File: src/rtl/riscv_pkg.sv
// Shared RV32I types: ALU operation encoding, execute-stage buffer state and result entry.
// The result entry carries its zero flag so downstream branch logic needs no compare.
package riscv_pkg;

  localparam int XLEN = 32;
  localparam int RD_W = 5;

  typedef enum logic [3:0] {
    ALU_ADD  = 4'd0,
    ALU_SUB  = 4'd1,
    ALU_AND  = 4'd2,
    ALU_OR   = 4'd3,
    ALU_XOR  = 4'd4,
    ALU_SLT  = 4'd5,
    ALU_SLTU = 4'd6
  } alu_ops_t;

  typedef enum logic [1:0] {
    EMPTY = 2'd0,
    BUSY  = 2'd1,
    FULL  = 2'd2
  } ex_buf_state_t;

  typedef struct packed {
    logic [XLEN-1:0] result;
    logic            zero;
    logic [RD_W-1:0] rd;
  } ex_result_t;

  function automatic ex_result_t make_result(input logic [XLEN-1:0] result,
                                             input logic [RD_W-1:0] rd);
    ex_result_t r;
    r.result = result;
    r.zero   = (result == '0);
    r.rd     = rd;
    return r;
  endfunction

endpackage

File: src/rtl/alu_exec_stage_if.sv
// Execute-stage handshake bundle: decode-side input, writeback-side output and flush.
// master drives instructions and out_ready; slave is the execute stage.
interface alu_exec_stage_if import riscv_pkg::*; #(
  parameter int XLEN = 32,
  parameter int RD_W = 5
);
  logic            flush;
  logic            in_valid;
  logic            in_ready;
  alu_ops_t        in_alu_ctrl;
  logic [XLEN-1:0] in_src_a;
  logic [XLEN-1:0] in_src_b;
  logic [RD_W-1:0] in_rd;
  logic            out_valid;
  logic            out_ready;
  logic [XLEN-1:0] out_result;
  logic            out_zero;
  logic [RD_W-1:0] out_rd;

  modport master (
    output flush, in_valid, in_alu_ctrl, in_src_a, in_src_b, in_rd, out_ready,
    input  in_ready, out_valid, out_result, out_zero, out_rd
  );

  modport slave (
    input  flush, in_valid, in_alu_ctrl, in_src_a, in_src_b, in_rd, out_ready,
    output in_ready, out_valid, out_result, out_zero, out_rd
  );
endinterface

File: src/rtl/alu_exec_stage_alu_core.sv
// Combinational RV32I ALU datapath, zero latency, no flow control.
// Unknown encodings fall back to ADD so a decoder glitch never yields X.
module alu_core import riscv_pkg::*; (
  input  alu_ops_t        alu_ctrl,
  input  logic [XLEN-1:0] a,
  input  logic [XLEN-1:0] b,
  output logic [XLEN-1:0] result
);

  always_comb begin
    result = a + b;
    case (alu_ctrl)
      ALU_ADD:  result = a + b;
      ALU_SUB:  result = a - b;
      ALU_AND:  result = a & b;
      ALU_OR:   result = a | b;
      ALU_XOR:  result = a ^ b;
      ALU_SLT:  result = {{(XLEN-1){1'b0}}, ($signed(a) < $signed(b))};
      ALU_SLTU: result = {{(XLEN-1){1'b0}}, (a < b)};
      default:  result = a + b;
    endcase
  end

endmodule

File: src/rtl/alu_exec_stage.sv
// RV32I execute stage: ALU at the input, result visible the cycle after acceptance.
// Two-entry skid buffer; in_ready is registered and drops only once both entries hold data.
module alu_exec_stage import riscv_pkg::*; (
  input  logic            clk,
  input  logic            rst,
  alu_exec_stage_if.slave bus
);

  ex_buf_state_t state_q, state_d;
  ex_result_t    main_q, main_d;
  ex_result_t    skid_q, skid_d;
  ex_result_t    new_entry;
  logic          in_ready_q;
  logic [XLEN-1:0] alu_result;
  logic          in_xfer;
  logic          out_xfer;

  alu_core u_alu_core (
    .alu_ctrl (bus.in_alu_ctrl),
    .a        (bus.in_src_a),
    .b        (bus.in_src_b),
    .result   (alu_result)
  );

  assign new_entry = make_result(alu_result, bus.in_rd);

  assign bus.in_ready   = in_ready_q;
  assign bus.out_valid  = (state_q != EMPTY);
  assign bus.out_result = main_q.result;
  assign bus.out_zero   = main_q.zero;
  assign bus.out_rd     = main_q.rd;

  assign in_xfer  = bus.in_valid && in_ready_q;
  assign out_xfer = bus.out_valid && bus.out_ready;

  always_comb begin
    state_d = state_q;
    main_d  = main_q;
    skid_d  = skid_q;
    // Flush wins: the input seen this cycle is dropped, a concurrent output still completes.
    if (bus.flush) begin
      state_d = EMPTY;
    end else begin
      case (state_q)
        EMPTY: begin
          if (in_xfer) begin
            main_d  = new_entry;
            state_d = BUSY;
          end
        end
        BUSY: begin
          if (in_xfer && out_xfer) begin
            main_d = new_entry;
          end else if (in_xfer) begin
            skid_d  = new_entry;
            state_d = FULL;
          end else if (out_xfer) begin
            state_d = EMPTY;
          end
        end
        FULL: begin
          if (out_xfer) begin
            main_d  = skid_q;
            state_d = BUSY;
          end
        end
        default: state_d = EMPTY;
      endcase
    end
  end

  always_ff @(posedge clk or posedge rst) begin
    if (rst) begin
      state_q    <= EMPTY;
      main_q     <= '0;
      skid_q     <= '0;
      in_ready_q <= 1'b1;
    end else begin
      state_q    <= state_d;
      main_q     <= main_d;
      skid_q     <= skid_d;
      in_ready_q <= (state_d != FULL);
    end
  end

endmodule

File: src/flat_wrapper.sv
// flat-port wrapper written by rule: the top's interface ports become plain ports
module alu_exec_stage_flat import riscv_pkg::*;
  (clk, rst, bus_flush, bus_in_valid, bus_in_alu_ctrl, bus_in_src_a, bus_in_src_b, bus_in_rd, bus_out_ready, bus_in_ready, bus_out_valid, bus_out_result, bus_out_zero, bus_out_rd);
  alu_exec_stage_if #(.XLEN(32), .RD_W(5)) bus_i ();
  input  logic clk;
  input  logic rst;
  input wire logic [$bits(bus_i.flush)-1:0] bus_flush;
  input wire logic [$bits(bus_i.in_valid)-1:0] bus_in_valid;
  input wire logic [$bits(bus_i.in_alu_ctrl)-1:0] bus_in_alu_ctrl;
  input wire logic [$bits(bus_i.in_src_a)-1:0] bus_in_src_a;
  input wire logic [$bits(bus_i.in_src_b)-1:0] bus_in_src_b;
  input wire logic [$bits(bus_i.in_rd)-1:0] bus_in_rd;
  input wire logic [$bits(bus_i.out_ready)-1:0] bus_out_ready;
  output wire logic [$bits(bus_i.in_ready)-1:0] bus_in_ready;
  output wire logic [$bits(bus_i.out_valid)-1:0] bus_out_valid;
  output wire logic [$bits(bus_i.out_result)-1:0] bus_out_result;
  output wire logic [$bits(bus_i.out_zero)-1:0] bus_out_zero;
  output wire logic [$bits(bus_i.out_rd)-1:0] bus_out_rd;
  assign bus_i.flush = bus_flush;
  assign bus_i.in_valid = bus_in_valid;
  assign bus_i.in_alu_ctrl = bus_in_alu_ctrl;
  assign bus_i.in_src_a = bus_in_src_a;
  assign bus_i.in_src_b = bus_in_src_b;
  assign bus_i.in_rd = bus_in_rd;
  assign bus_i.out_ready = bus_out_ready;
  assign bus_in_ready = bus_i.in_ready;
  assign bus_out_valid = bus_i.out_valid;
  assign bus_out_result = bus_i.out_result;
  assign bus_out_zero = bus_i.out_zero;
  assign bus_out_rd = bus_i.out_rd;
  alu_exec_stage u_core (.clk(clk), .rst(rst), .bus(bus_i));
endmodule
File: config.mk
export PLATFORM = sky130hd
export DESIGN_NAME = alu_exec_stage_flat
export DESIGN_NICKNAME = d
export VERILOG_FILES = /design/src/rtl/riscv_pkg.sv /design/src/rtl/alu_exec_stage_if.sv /design/src/rtl/alu_exec_stage_alu_core.sv /design/src/rtl/alu_exec_stage.sv /design/src/flat_wrapper.sv
export SDC_FILE = /design/constraint.sdc
export NUM_CORES = 1
export LEC_CHECK = 0
export ABC_CLOCK_PERIOD_IN_PS = 3100
export CAP_MARGIN = 20
export CORE_AREA = 2 2 137 139
export CTS_CLUSTER_SIZE = 24
export DETAILED_ROUTE_END_ITERATION = 6
export DIE_AREA = 0 0 139 141
export PLACE_DENSITY = 0.78
export SLEW_MARGIN = 20
export SYNTH_ARGS = -nofsm -noshare
export SYNTH_HDL_FRONTEND = slang
export SYNTH_SLANG_ARGS = --single-unit
File: constraint.sdc
create_clock -name clk -period 3.1 [get_ports clk]
set_clock_uncertainty 0.2 [all_clocks]
set_input_delay 0.93 -clock clk [delete_from_list [all_inputs] [get_ports clk]]
set_output_delay 0.93 -clock clk [all_outputs]
set_load 0.02 [all_outputs]
==> impl_metrics.csv, run 1 <==
group,metric,value,unit
timing,worst-ep-kind,"sequential cell input",
synthesis,synth_top_cell_by_area,"dfrtp_1",
synthesis,syn-num-nets,1430,
clock_network,cts_sinks,79,
synthesis,yosysSeqAreaShare,0.212,
run_status,error,"[ERROR GRT-0232] Routing congestion too high. Check the congestion heatmap in the GUI.",
synthesis,async_flop_share,1.00,
synthesis,syn_inst,1254,
placement,place.port_buffers,117,
placement,place_area,14400,um^2
synthesis,yosysWarningCount,0,
clock_network,cts_htree_levels,3,
placement,place_inst,1962,
clock_network,ctsHoldBuffers,0,
floorplanning,row_count,50,
synthesis,yosys.area.top_type_share,0.209,
synthesis,avgSynthCellArea,7.44,um^2
timing,worst_endpoint,"u_core.bus.out_zero$_DFFE_PP0P_/D",
synthesis,ys_seq_elements,79,
placement,dpl.hpwl,32.9,mm
grt,grt_use_total,1.03,
synthesis,synth_flop_cell,"dfrtp_1",
grt,grt_start_max_net_pins,80,
synthesis,synth.distinct_cells,92,
run_status,lastStage,"5_1_grt",
synthesis,synth_edf_count,0,
placement,gp_congestion,1.08,
floorplanning,die_h,141,um
run_status,status,"did not finish",
clock_network,clockBufferDepth,2,
clock_network,cts_buffers,9,
synthesis,synthTopCellsByArea,"dfrtp_1 (21%), ha_1 (13%), a21oi_1 (6.0%), o21ai_0 (5.7%), nand2_1 (5.4%)",
synthesis,synth_area,9320,um^2
floorplanning,floorplan.initialDensity,0.510,
grt,overflow,2160,
floorplanning,die_w,139,um
floorplanning,io_pins,118,
clock_network,root_buffer,"clkbuf_16",
==> stage by stage <==
step,util,setup slack (ns)
2_1_floorplan,-,-0.751
4_1_cts,0.919,-0.975
3_3_place_gp,0.786,-1.80
3_5_place_dp,0.786,-1.89
==> cell families after synthesis <==
| group | synth area share |
|---|---|
| AOI/OAI and AO/OA | 0.312 |
| xor gates and xnor gates | 0.00658 |
| adders and majority gates | 0.133 |
| buffers and inverters | 0.0753 |
| DFF | 0.212 |
| muxes | 0.0396 |
| and+or+nand+nor | 0.221 |
==> Yosys cell counts, types with 5 or more instances <==
cell       number
or4_1           5
ha_1           96
buf_1           5
nor2b_1        18
o31a_1          6
clkbuf_1       43
xnor2_1         6
nand4_1        21
buf_2          21
o21a_1         10
a21oi_1       111
o21bai_1        7
o31ai_1        20
o221ai_1        6
nor2_1        109
nand2_1       133
nor4_1          9
a221o_1         5
dfrtp_1        78
a211oi_1       22
nor3b_1         5
o21ai_0       106
a211o_1         7
or2_2           8
o211a_1         5
o21ai_1         9
nor3_1         31
mux2i_1        20
nand2b_1       14
a31oi_1        14
o2111ai_1       6
and2_1         13
mux2_2         15
nand3_1        24
o211ai_1       18
inv_1         100
a221oi_1       11
or3_1           8
a21o_1         16
==> timing repair <==
action,in CTS
endpoints found under the setup margin,66
buffers inserted,90
pin swaps,187
hold endpoints to repair,0
gates resized for setup,557
==> layer usage <==
metal  GRT overflow  global-route usage
met3             15               0.730
met4            396                1.16
met5              3               0.321
met1             26               0.890
met2           1720                1.43
==> run 2, diff against run 1 <==
Settings changed: ABC_CLOCK_PERIOD_IN_PS 3100 to 4050, CORE_AREA 2 2 137 139 to 2 2 156 158, CTS_CLUSTER_SIZE 24 to not set, DIE_AREA 0 0 139 141 to 0 0 158 160, PLACE_DENSITY 0.78 to not set, PLACE_DENSITY_LB_ADDON set to 0.15.
Clock period 3.1 ns to 4.05 ns, I/O delays scaled along.
==> run 2 against run 1 <==
  * The flow now finishes, with violations (setup timing)
  * Area after synthesis stayed put
  * Synthesized cell count stayed put
==> impl_metrics.csv, run 2 <==
group,metric,value,unit
floorplanning,floorplan.initialDensity,0.391,
clock_network,root_buffer,"clkbuf_16",
grt,grt_start_max_net_pins,77,
detailed_routing,first_pass_iters,5,
floorplanning,row_count,57,
setup_path,path_class,"in2reg",
setup_path,arrival,4.50,ns
setup_path,cpPeakStageDelay,0.38,ns
grt,grt_pass1_vias,11747,
setup_path,critical_path_required,4.11,ns
clock_network,cts_buffers,9,
setup_path,reg2reg_to,"u_core.skid_q[17]$_DFFE_PP0P_",
clock_network,cts_htree_levels,3,
synthesis,yosysMostFrequentCell,"nand2_1",
detailed_routing,vias,11972,
worst_hold_path,hp-class,"reg2reg",
timing,final_hold_viol_count,0,
placement,dpl.hpwl,32.0,mm
floorplanning,die-area,25300,um^2
floorplanning,core,23800,um^2
detailed_routing,drc,0,
run_status,violations,"setup timing",
clock_network,clockBufferDepth,2,
grt,overflow,0,
setup_path,reg2reg_from,"u_core.bus.in_ready$_DFF_PP1_",
synthesis,synth_edf_count,0,
timing,period_minus_slack,4.44,ns
synthesis,syn_inst,1254,
finish,fin_nets,2008,
worst_hold_path,worstHoldStart,"u_core.bus.out_rd[3]$_DFFE_PP0P_",
timing,whs,0.279,ns
grt,grt_antenna_before_repair,0,
timing,fin_crit_sh,1.10,
worst_hold_path,hold_path_end,"u_core.bus.out_rd[3]$_DFFE_PP0P_",
timing,finalWorstSetupSlack,-0.386,ns
synthesis,yosysWarningCount,0,
setup_path,worstPathCellList,"buf_12 -> inv_12 -> ha_4 -> buf_6 -> inv_2 -> fa_2 -> nor2b_4 -> o311ai_4 -> buf_6 -> buf_6 -> nand2_4 -> nor3b_4 -> a211oi_2 -> nand4_1 -> and4bb_1 -> nand4_1 -> nor4_4 -> o2111ai_2 -> a21oi_1",
worst_hold_path,min_path_cells,2,
setup_path,cp_slowest_cell,"and4bb_1",
floorplanning,io_pins,118,
setup_path,endpoint_kind,"register",
setup_path,cp.buffers_inverters,6,
timing,rsz0062_at_grt,"true",
grt,grt_pass1_wl,63.1,mm
finish,fin_util,0.704,
synthesis,synth.distinct_cells,92,
grt,grt_use_total,0.318,
run_status,status,"finished, violations left",
clock_network,insertion_delay,0.33,ns
synthesis,yosysSeqAreaShare,0.212,
synthesis,async_flop_share,1.00,
floorplanning,die_h,160,um
finish,area_delta_synth_final,80.0,%
finish,n_antenna_cell,0,
synthesis,synthTopCellsByCount,"nand2_1 (133), a21oi_1 (111), nor2_1 (109)",
placement,place.port_buffers,117,
timing,finalSetupViolCount,18,
clock_network,cts_sinks,79,
pwr,peakVddDrop,0.274,mV
synthesis,avgSynthCellArea,7.44,um^2
synthesis,syn-num-nets,1430,
pwr,powerDensity,276,nW/um^2
setup_path,startpoint_type,"input port",
run,maxCapViolations,0,
finish,regMostFlops,"u_core.skid_q",
clock_network,cts_tree,"done",
setup_path,crit_family,"simple AND/OR/NAND/NOR gates",
timing,fin_setup_tns,-2.07,ns
finish,most-common-layout-cells,"buf_4 (459), nand2_1 (127), nor2_1 (99), a21oi_1 (86), dfrtp_1 (78)",
timing,slew_headroom,0.381,
setup_path,cpMostUsedCell,"buf_6",
detailed_routing,routedWlPerCell,19.2,um
detailed_routing,wl,41.5,mm
clock_network,clk_pin_slew,0.06,ns
detailed_routing,drtIter0Drc,928,
floorplanning,die_w,158,um
synthesis,synth_area,9320,um^2
finish,mostFrequentLayoutCell,"buf_4",
synthesis,synth_top_cell_by_area,"dfrtp_1",
setup_path,crit_fanout,3,
timing,finalMaxSlewViolations,0,
finish,drive_gt1_frac,0.467,
setup_path,r2r_setup_slack,1.93,ns
timing,fmax,225,MHz
setup_path,r2r_cells,6,
timing,tightest_slew,0.928,ns
synthesis,yosys.area.top_type_share,0.209,
setup_path,startpoint,"bus_in_src_a[0]",
detailed_routing,vias_per_cell,5.54,
placement,gp_congestion,1.00,
synthesis,ys_seq_elements,79,
finish,largest_register_ffs,38,
synthesis,synthTopCellsByArea,"dfrtp_1 (21%), ha_1 (13%), a21oi_1 (6.0%), o21ai_0 (5.7%), nand2_1 (5.4%)",
detailed_routing,ant_nets,0,
synthesis,synth_flop_cell,"dfrtp_1",
pwr,leakagePower,7.74,nW
run 2: cell counts after synthesis:
Identical to the previous run, type by type.
run 2: final cells by class:
class / count / area (um^2)
multi-input cells: 999 / 8260
fillers: 1967 / 7040
repair buffers: 640 / 5400
flip-flops and latches: 79 / 1980
clock buffers: 10 / 229
well taps: 324 / 405
inverters: 103 / 425
clock inverters: 6 / 85.1
run 2: power by group:
part | internal, mW | switching (mW)
Clock | 0.537 | 0.304
Sequential | 1.01 | 0.119
Combinational | 1.33 | 1.33
run 2: logic make-up after synthesis:
group                      count (synthesis)  synth area share
adders and majority gates                 98             0.133
and+or+nand+nor                          422             0.221
DFF                                       79             0.212
xor gates and xnor gates                   7           0.00658
buffers and inverters                    176            0.0753
AOI/OAI and AO/OA                        437             0.312
muxes                                     35            0.0396
run 2: how the worst max path moves through the flow:
stage / endpoint / slack [ns] / depth (start not counted)
finish: u_core.bus.out_zero$_DFFE_PP0P_ / -0.39 / 19
global route: u_core.bus.out_zero$_DFFE_PP0P_ / -0.46 / 18
CTS: u_core.bus.out_zero$_DFFE_PP0P_ / -0.31 / 19
detailed placement: u_core.bus.out_zero$_DFFE_PP0P_ / -1.52 / 17
global placement: u_core.bus.out_zero$_DFFE_PP0P_ / -1.51 / 17
floorplan: u_core.bus.out_zero$_DFFE_PP0P_ / -0.11 / 13
run 2: through the flow:
step	setup WS, ns	area [um^2]	total power [mW]	cells
after detailed placement	-1.52	14000	3.29	2046
after global placement	-1.51	14000	3.25	2046
after floorplan	-0.113	9480	2.16	1254
after CTS	-0.311	16000	4.44	2129
after global routing	-0.459	16800	4.89	2161
final	-0.386	16800	4.63	2161
run 2: metal layers:
| layer | part of all wire | GRT usage | up-vias |
|---|---|---|---|
| li1 | - | - | 5707 |
| met1 | 0.43 | 0.413 | 5703 |
| met2 | 0.48 | 0.542 | 476 |
| met3 | 0.061 | 0.0404 | 86 |
| met4 | 0.036 | 0.107 | 0 |
| met5 | 0 | 0 | - |
run 2: what timing repair did:
action | 4_1_cts | 5_1_grt
buffers inserted | 70 | 39
endpoints found under the hold margin | 0 | 0
gates cloned | 0 | 2
endpoints found under the setup margin | 55 | 37
hold buffers | 0 | 0
gates resized for setup | 370 | 174
pin swaps | 95 | 86
run 2: tightest hold or removal path, delay by kind of cell, from the launching register on:
kind | cells | cell delay (ns)
compound gates | 1 | 0.06
flops | 1 | 0.33
simple gates | 1 | 0.04
Power figures use the tool's default switching activity.
